--- src/rtl/pipe_ctrl_pkg.sv ---
// Shared pipeline-control types: controller state encoding and register-index width.
package pipe_ctrl_pkg;

    localparam int REG_IDX_W = 4;

    typedef enum logic {
        ST_RUN  = 1'b0,
        ST_WAIT = 1'b1
    } ctrl_state_t;

endpackage

--- src/rtl/hazard_detect.sv ---
// Combinational RAW-hazard term for the ID-stage sources against the EXE/MEM destinations.
// FORWARDING_EN narrows the check to EXE load-use, since forwarding covers the other matches.
module hazard_detect
    import pipe_ctrl_pkg::*;
(
    input  logic                 idValid,
    input  logic [REG_IDX_W-1:0] src1,
    input  logic [REG_IDX_W-1:0] src2,
    input  logic                 twoSrc,
    input  logic [REG_IDX_W-1:0] exeDest,
    input  logic                 exeWbEn,
    input  logic                 exeMemRead,
    input  logic [REG_IDX_W-1:0] memDest,
    input  logic                 memWbEn,
    output logic                 hazard
);

    logic m1;
    logic m2;

`ifdef FORWARDING_EN
    assign m1 = (src1 == exeDest) & exeWbEn & exeMemRead;
    assign m2 = (src2 == exeDest) & exeWbEn & exeMemRead;

    logic unusedMemFields;
    assign unusedMemFields = ^{memDest, memWbEn};
`else
    assign m1 = ((src1 == exeDest) & exeWbEn) | ((src1 == memDest) & memWbEn);
    assign m2 = ((src2 == exeDest) & exeWbEn) | ((src2 == memDest) & memWbEn);

    logic unusedLoadFlag;
    assign unusedLoadFlag = exeMemRead;
`endif

    // R0 is deliberately not excluded: it is an ordinary destination here.
    assign hazard = idValid & (m1 | (twoSrc & m2));

endmodule

--- src/rtl/id2exe_hazard_ctrl.sv ---
// ID->EXE pipeline control: same-cycle freeze/flush strobes, memory-wait FSM with timeout, bubble counter.
// Strobes are combinational from the current inputs; FORWARDING_EN selects the load-use-only hazard term.
module id2exe_hazard_ctrl
    import pipe_ctrl_pkg::*;
#(
    parameter int CNT_W        = 16,
    parameter int WAIT_W       = 8,
    parameter int WAIT_TIMEOUT = 200
) (
    input  logic                 clk,
    input  logic                 rst,
    input  logic                 idValid,
    input  logic [REG_IDX_W-1:0] src1,
    input  logic [REG_IDX_W-1:0] src2,
    input  logic                 twoSrc,
    input  logic [REG_IDX_W-1:0] exeDest,
    input  logic                 exeWbEn,
    input  logic                 exeMemRead,
    input  logic [REG_IDX_W-1:0] memDest,
    input  logic                 memWbEn,
    input  logic                 branchTaken,
    input  logic                 memReq,
    input  logic                 memReady,
    output logic                 freezePC,
    output logic                 freezeIF2ID,
    output logic                 flushIF2ID,
    output logic                 flushID2EXE,
    output logic                 freezeID2EXE,
    output logic                 freezeEXE2MEM,
    output logic                 memTimeout,
    output logic [CNT_W-1:0]     bubbleCount,
    output logic                 state
);

    logic              hazard;
    logic              memStall;
    logic              bubble;
    ctrl_state_t       curState;
    ctrl_state_t       nxtState;
    logic [WAIT_W-1:0] waitCnt;
    logic [WAIT_W-1:0] nxtWaitCnt;
    logic              nxtTimeout;
    logic [CNT_W-1:0]  nxtBubble;

    hazard_detect u_hazard_detect (
        .idValid    (idValid),
        .src1       (src1),
        .src2       (src2),
        .twoSrc     (twoSrc),
        .exeDest    (exeDest),
        .exeWbEn    (exeWbEn),
        .exeMemRead (exeMemRead),
        .memDest    (memDest),
        .memWbEn    (memWbEn),
        .hazard     (hazard)
    );

    assign memStall = memReq & ~memReady;
    assign bubble   = rst & ~memStall & ~branchTaken & hazard;

    // Strobes are gated by rst so they read 0 while reset is held.
    always_comb begin
        freezePC      = 1'b0;
        freezeIF2ID   = 1'b0;
        flushIF2ID    = 1'b0;
        flushID2EXE   = 1'b0;
        freezeID2EXE  = 1'b0;
        freezeEXE2MEM = 1'b0;
        if (rst) begin
            if (memStall) begin
                freezePC      = 1'b1;
                freezeIF2ID   = 1'b1;
                freezeID2EXE  = 1'b1;
                freezeEXE2MEM = 1'b1;
            end else if (branchTaken) begin
                flushIF2ID  = 1'b1;
                flushID2EXE = 1'b1;
            end else if (hazard) begin
                freezePC    = 1'b1;
                freezeIF2ID = 1'b1;
                flushID2EXE = 1'b1;
            end
        end
    end

    always_comb begin
        nxtState   = curState;
        nxtWaitCnt = waitCnt;
        nxtTimeout = memTimeout;
        nxtBubble  = bubbleCount;
        case (curState)
            ST_RUN: begin
                if (memStall) begin
                    nxtState   = ST_WAIT;
                    nxtWaitCnt = WAIT_W'(1);
                end
            end
            ST_WAIT: begin
                if (waitCnt == WAIT_W'(WAIT_TIMEOUT)) begin
                    nxtTimeout = 1'b1;
                end
                if (!memStall) begin
                    nxtState   = ST_RUN;
                    nxtWaitCnt = '0;
                end else if (waitCnt != '1) begin
                    nxtWaitCnt = waitCnt + WAIT_W'(1);
                end
            end
            default: begin
                nxtState   = ST_RUN;
                nxtWaitCnt = '0;
            end
        endcase
        if (bubble && (bubbleCount != '1)) begin
            nxtBubble = bubbleCount + CNT_W'(1);
        end
    end

    always_ff @(posedge clk or negedge rst) begin
        if (!rst) begin
            curState    <= ST_RUN;
            waitCnt     <= '0;
            memTimeout  <= 1'b0;
            bubbleCount <= '0;
        end else begin
            curState    <= nxtState;
            waitCnt     <= nxtWaitCnt;
            memTimeout  <= nxtTimeout;
            bubbleCount <= nxtBubble;
        end
    end

    assign state = curState;

endmodule

--- config.mk ---
export PLATFORM = sky130hd
export DESIGN_NAME = id2exe_hazard_ctrl
export DESIGN_NICKNAME = d
export VERILOG_FILES = /design/src/rtl/pipe_ctrl_pkg.sv /design/src/rtl/hazard_detect.sv /design/src/rtl/id2exe_hazard_ctrl.sv
export SDC_FILE = /design/constraint.sdc
export NUM_CORES = 1
export LEC_CHECK = 0
export BUFFER_PORTS_ARGS = -buffer_cell sky130_fd_sc_hd__buf_2
export CORE_UTILIZATION = 50
export CTS_CLUSTER_DIAMETER = 50
export DETAILED_ROUTE_END_ITERATION = 8
export GPL_TIMING_DRIVEN = 0
export PLACE_DENSITY = 0.84
export SLEW_MARGIN = 20
export SYNTH_ARGS = -nofsm -noshare
export SYNTH_HDL_FRONTEND = slang
export SYNTH_SLANG_ARGS = --single-unit
--- constraint.sdc ---
create_clock -name clk -period 2.6 [get_ports clk]
set_input_delay 0.13 -clock clk [delete_from_list [all_inputs] [get_ports clk]]
set_output_delay 0.13 -clock clk [all_outputs]
set_load 0.01 [all_outputs]
* After elaboration in Yosys (flattened, before gate mapping)
Index checks and enable logic that the tools add are counted.
** Storage, ports and cells
- Bits in registers :: 26
- Input bits :: 26
- Output and inout bits :: 24
- Word-level logic and storage cells :: 51
** Cells by class
- Add/subtract/negate cells :: 2
- Eq/ne operators :: 9
- Mux-type cells :: 16
- Bitwise operators :: 17
- Reduce and logical (&&, ||, !) cells :: 3
** Operators with widths (number)
- 8-bit two-way mux :: 3
- 16-bit by 1-bit adder with 16-bit output (second input constant) :: 1
- 4-bit equality test :: 4
- 16-bit inequality test (second input constant) :: 1
- 8-bit case mux with 2 select lines :: 1
- 1-bit two-way mux :: 12
- 1-bit AND :: 10
- 8-bit by 1-bit adder with 8-bit output (second input constant) :: 1
- 8-bit equality test (second input constant) :: 1
- 8-bit inequality test (second input constant) :: 1
- 1-bit inverter :: 4
- 2-bit AND reduction :: 2
- 3-bit by 2-bit inequality test with 1-bit output (second input constant) :: 1
- 1-bit OR :: 3
- 2-bit inequality test (second input constant) :: 1
- 1-bit logical AND :: 1

* Depth between registers and ports, before layout
- Word-level depth :: 10
- Gate-level depth with buffers :: 9
- Gate-level depth less buffers :: 8

* Modules after synthesis
A second synthesis with hierarchy kept.
** Unflattened totals
- Cell total of the unflattened synthesis :: 167
- Area, all modules :: 1659.1 um2
** By module, submodules not included
- id2exe_hazard_ctrl :: times used 1, cells each 142, area each 1465.2 um2, sequential area each 650.6 um2
- hazard_detect :: times used 1, cells each 25, area each 193.9 um2, sequential area each 0.0 um2

* Least setup slack after synthesis
OpenSTA, ideal clock, no wires.
- Path type :: reg-to-reg
- Start point :: register bubbleCount[6]
- End point :: register bubbleCount[1]
- Setup time :: 128 ps
- Arrival :: 1708 ps
- Data required time :: 2472 ps
- Setup slack :: 764 ps
- Stages on the path, launching flop included :: 9
- Buffers on the path :: 1
- Period minus slack after synthesis :: 1836 ps
- Path through :: dfrtp_1 and4_4 nand3_2 nor2_2 and4_4 a21oi_2 buf_6 nand2_2 mux2_1
** Between the ends
- Longest elaborated chain between the ends :: 2
** Ends and longest elaborated chain
- from (decl) :: line id2exe_hazard_ctrl.sv:31 : output logic [CNT_W-1:0] bubbleCount,
- from (signal assigned) :: line id2exe_hazard_ctrl.sv:129 : bubbleCount <= nxtBubble;
- 16-bit inequality test :: line id2exe_hazard_ctrl.sv:114 : if (bubble && (bubbleCount != '1)) begin
- 1-bit logical AND :: line id2exe_hazard_ctrl.sv:114
No other way between the ends.
A chain may end at the register's enable or synchronous reset.

* Worst setup path in the final report
- Start point :: register waitCnt[0]
- End point :: register waitCnt[3]
** Between the ends
- Longest elaborated chain between the ends :: 4
- Elaborated cells between the ends (all ways) :: 7
- Those cells by class :: add/sub: 1; eq/ne: 2; mux: 3; reduce/logical: 1
** Ends and longest elaborated chain
- from (decl) :: line id2exe_hazard_ctrl.sv:40 : logic [WAIT_W-1:0] waitCnt;
- from (signal assigned) :: line id2exe_hazard_ctrl.sv:127 : waitCnt <= nxtWaitCnt;
- 8-bit by 1-bit adder with 8-bit output :: line id2exe_hazard_ctrl.sv:106 : nxtWaitCnt = waitCnt + WAIT_W'(1);
- 8-bit two-way mux :: line id2exe_hazard_ctrl.sv:105 : end else if (waitCnt != '1) begin
- 8-bit two-way mux :: line id2exe_hazard_ctrl.sv:102 : if (!memStall) begin
- 8-bit case mux with 2 select lines :: line id2exe_hazard_ctrl.sv:91 : case (curState)
Several ways; a longest one is shown, not always the timed one. The select of a mux whose other input is x is not followed.

==> reports/metrics.csv <==
metric,value,unit
initial antenna violation count,0,
Routed Antenna Nets,0,
Worst setup SP type,flop,
global-route wire length before repair,5671,µm
"EDFF count, synth",0,
worst rel slew slack,58.48,%
Tcrit/Tclk final,78.22,%
critical path arrival,2250,ps
dominant cell type by area after synthesis,dfrtp_1,
nets,249,
Worst-Skew Late Latency,320,ps
reg2reg end,waitCnt[3],
library cells used by synthesis,36,
share of cells above drive strength 1,28.90,%
worst hold path class,in -> reg,
Syn Inst Count,166,
Total GRT Usage,21.54,%
P_leak,0.9498,nW
core area,2853,µm²
Worst Max-Slew Pin Slew,622.8,ps
VDD IR max,0.0002698,V
"Seq/Total Area, Yosys",41.57,%
TNS Setup,0,ps
worst setup slack after layout,566.2,ps
placed cells,245,
worst setup path end,waitCnt[3],
Peak Freq,491.7,MHz
Worst path max stage delay,460,ps
setup slack at placement,607.9,ps
vias per cell,5.566,
Worst R2R Start,waitCnt[0],
Final Setup Violations,0,
post-layout min period,2034,ps
CTS tree,done,
status,"complete, no violations",
register bit count reported by yosys,26,
crit path kind,reg -> reg,
synth top area cells,"dfrtp_1, xnor2_1, xor2_1",
WL/cell,13.35,µm
Die Y,57.95,µm
GPL Wtd Cong,0.8408,
RSZ-0062 raised after global routing,false,
"Largest delay share family, worst path",simple AND/OR/NAND/NOR gates,
drt initial violations,24,
Syn Area/Cell,9.429,µm²
total design power,0.7437,mW
syn nets,195,
WP depth,9,
worst endpoint required time,2810,ps
vias in the first global route,1328,
FF-to-FF setup slack,570,ps
Detailed Place HPWL,2571,µm
clock root cell,clkbuf_4,
final setup skew,1.567,ps
"Cell Chain, Critical Path",ha_1 -> and3_1 -> nand3_1 -> or2_1 -> clkbuf_1 -> nand2b_1 -> nor2b_1 -> o21ai_0 -> o31ai_1,
area delta synth->final,19.90,%
YS warnings,0,
Clock Tree Buf Depth,2,
antenna cells,0,
Synth async-reset ratio,100.0,%
final global-route overflow total,0,
max-cap violation count,0,
largest net degree at the start of global routing,31,
std cell rows,19,
DRC Markers,0,
most used flip-flop cell after synthesis,dfrtp_1,
WL final,3323,µm
Synth top area share,41.57,%
Post-CTS Setup Inserts,0,
"Reg clk slew, reported paths",140,ps
Final Hold Viols,0,
PortBufs,48,
R2R cell count,9,
Die Wd,57.95,µm
via count,1386,
H-tree lvl count,1,
CTS buffer count,3,
power per cell area,396.2,nW/µm²
CP Max Fanout,7,
CP bufs+invs,1,
DRT Pass-1 Iters,4,
synthesized area,1565,µm²
crit end category,flop,
Slew Limit Fails,0,
CP startpoint,waitCnt[0],
Clock Sinks,26,
Die ar.,3358,µm²
Crit-path slowest cell,dfrtp_1,
hold_sp,idValid,
IO Pins,50,
Initial Util,54.87,%
fin cells,249,
-- cell usage after synthesis (3+ instances only) --
cell and instances:
dfrtp_1 26, xnor2_1 18, nand3_1 17, xor2_1 14
nand2_1 11, nor2_1 10, and3_1 8, o21ai_0 8
nand4_1 5, inv_1 4, o22ai_1 4, and4_4 3
ha_1 3, nand2b_1 3, nor3_1 3
-- power breakdown --
part / internal, mW / switching [mW]
clock: 0.0542 / 0.117
combinational: 0.0630 / 0.0731
sequential: 0.419 / 0.0164
total: 0.537 / 0.207
-- sequential cells by signal, indices dropped and copies added, names as in the netlist --
| name | cells |
|---|---|
| bubbleCount | 16 |
| waitCnt | 8 |
| memTimeout | 1 |
| state | 1 |
-- layer usage --
metal | GRT usage (%) | share of wire (%) | vias to the layer above
li1 | - | - | 683
met1 | 27.08 | 45 | 661
met2 | 39.24 | 50 | 42
met3 | 2.902 | 4.5 | 0
met4 | 4.762 | 0 | 0
met5 | 0 | 0 | -
-- cells in the final DEF, fill, tap and decap left out, drive strengths merged, types with 2 or more instances in the layout --
cell type	Yosys	layout
buf	4	52
dfrtp	26	26
xnor2	18	18
nand3	18	18
xor2	14	14
nand2	12	12
nor2	11	11
and3	8	8
o21ai	8	8
nand4	5	5
clkbuf	2	5
inv	4	4
o22ai	4	4
a21oi	4	4
nand2b	3	3
nor3	3	3
and4	3	3
ha	3	3
and2	2	2
nor4	2	2
a31oi	2	2
o31ai	2	2
-- how the worst min path moves through the flow --
| stage | to | slack, ps | cells after the start |
|---|---|---|---|
| final | bubbleCount[0] | 230 | 5 |
| after global routing | bubbleCount[0] | 280 | 5 |
| after CTS | bubbleCount[0] | 230 | 5 |
| after detailed placement | waitCnt[1] | 180 | 1 |
| after global placement | waitCnt[1] | 170 | 1 |
| after floorplan | bubbleCount[0] | -170 | 0 |
-- through the flow --
step	util [%]	cell area [µm²]	hold WS, ps
2_1_floorplan	-	1565	-165.6
3_3_place_gp	64.65	1844	174.6
3_5_place_dp	64.65	1844	183.2
4_1_cts	65.79	1877	228.4
5_1_grt	65.79	1877	276.3
6_report	65.79	1877	232.8
-- repair_timing --
item,in CTS,in global routing
endpoints found under the hold margin,26,0
gates resized for setup,0,0
hold buffers,1,0
-- worst min-delay path, cell delays in order --
cell,delay [ps]
buf_2,110
nand2b_1,100
a21oi_2,60
nand2_2,70
xnor2_1,60
-- layout make-up --
| type | count | area (µm²) |
|---|---|---|
| Buffer | 6 | 38.79 |
| Multi-Input combinational cell | 129 | 857.1 |
| Sequential cell | 26 | 650.6 |
| Timing Repair Buffer | 49 | 250.2 |
| Clock buffer | 3 | 22.52 |
| Fill cell | 244 | 975.9 |
| Inverter | 5 | 18.77 |
| Tap cell | 31 | 38.79 |
-- cell families (layout without fill, tap and decap cells) --
logic type	count (synthesis)	count (layout)	synth area share (%)
flip-flops	26	26	41.57
XOR/XNOR	32	32	17.91
adder cells (fa/ha/maj)	3	3	2.398
buffers and inverters	11	63	3.676
multiplexers	1	1	0.7194
AND/OR/NAND/NOR	71	71	24.94
AO/OA/AOI/OAI	22	22	8.793
Power figures use the tool's default switching activity.
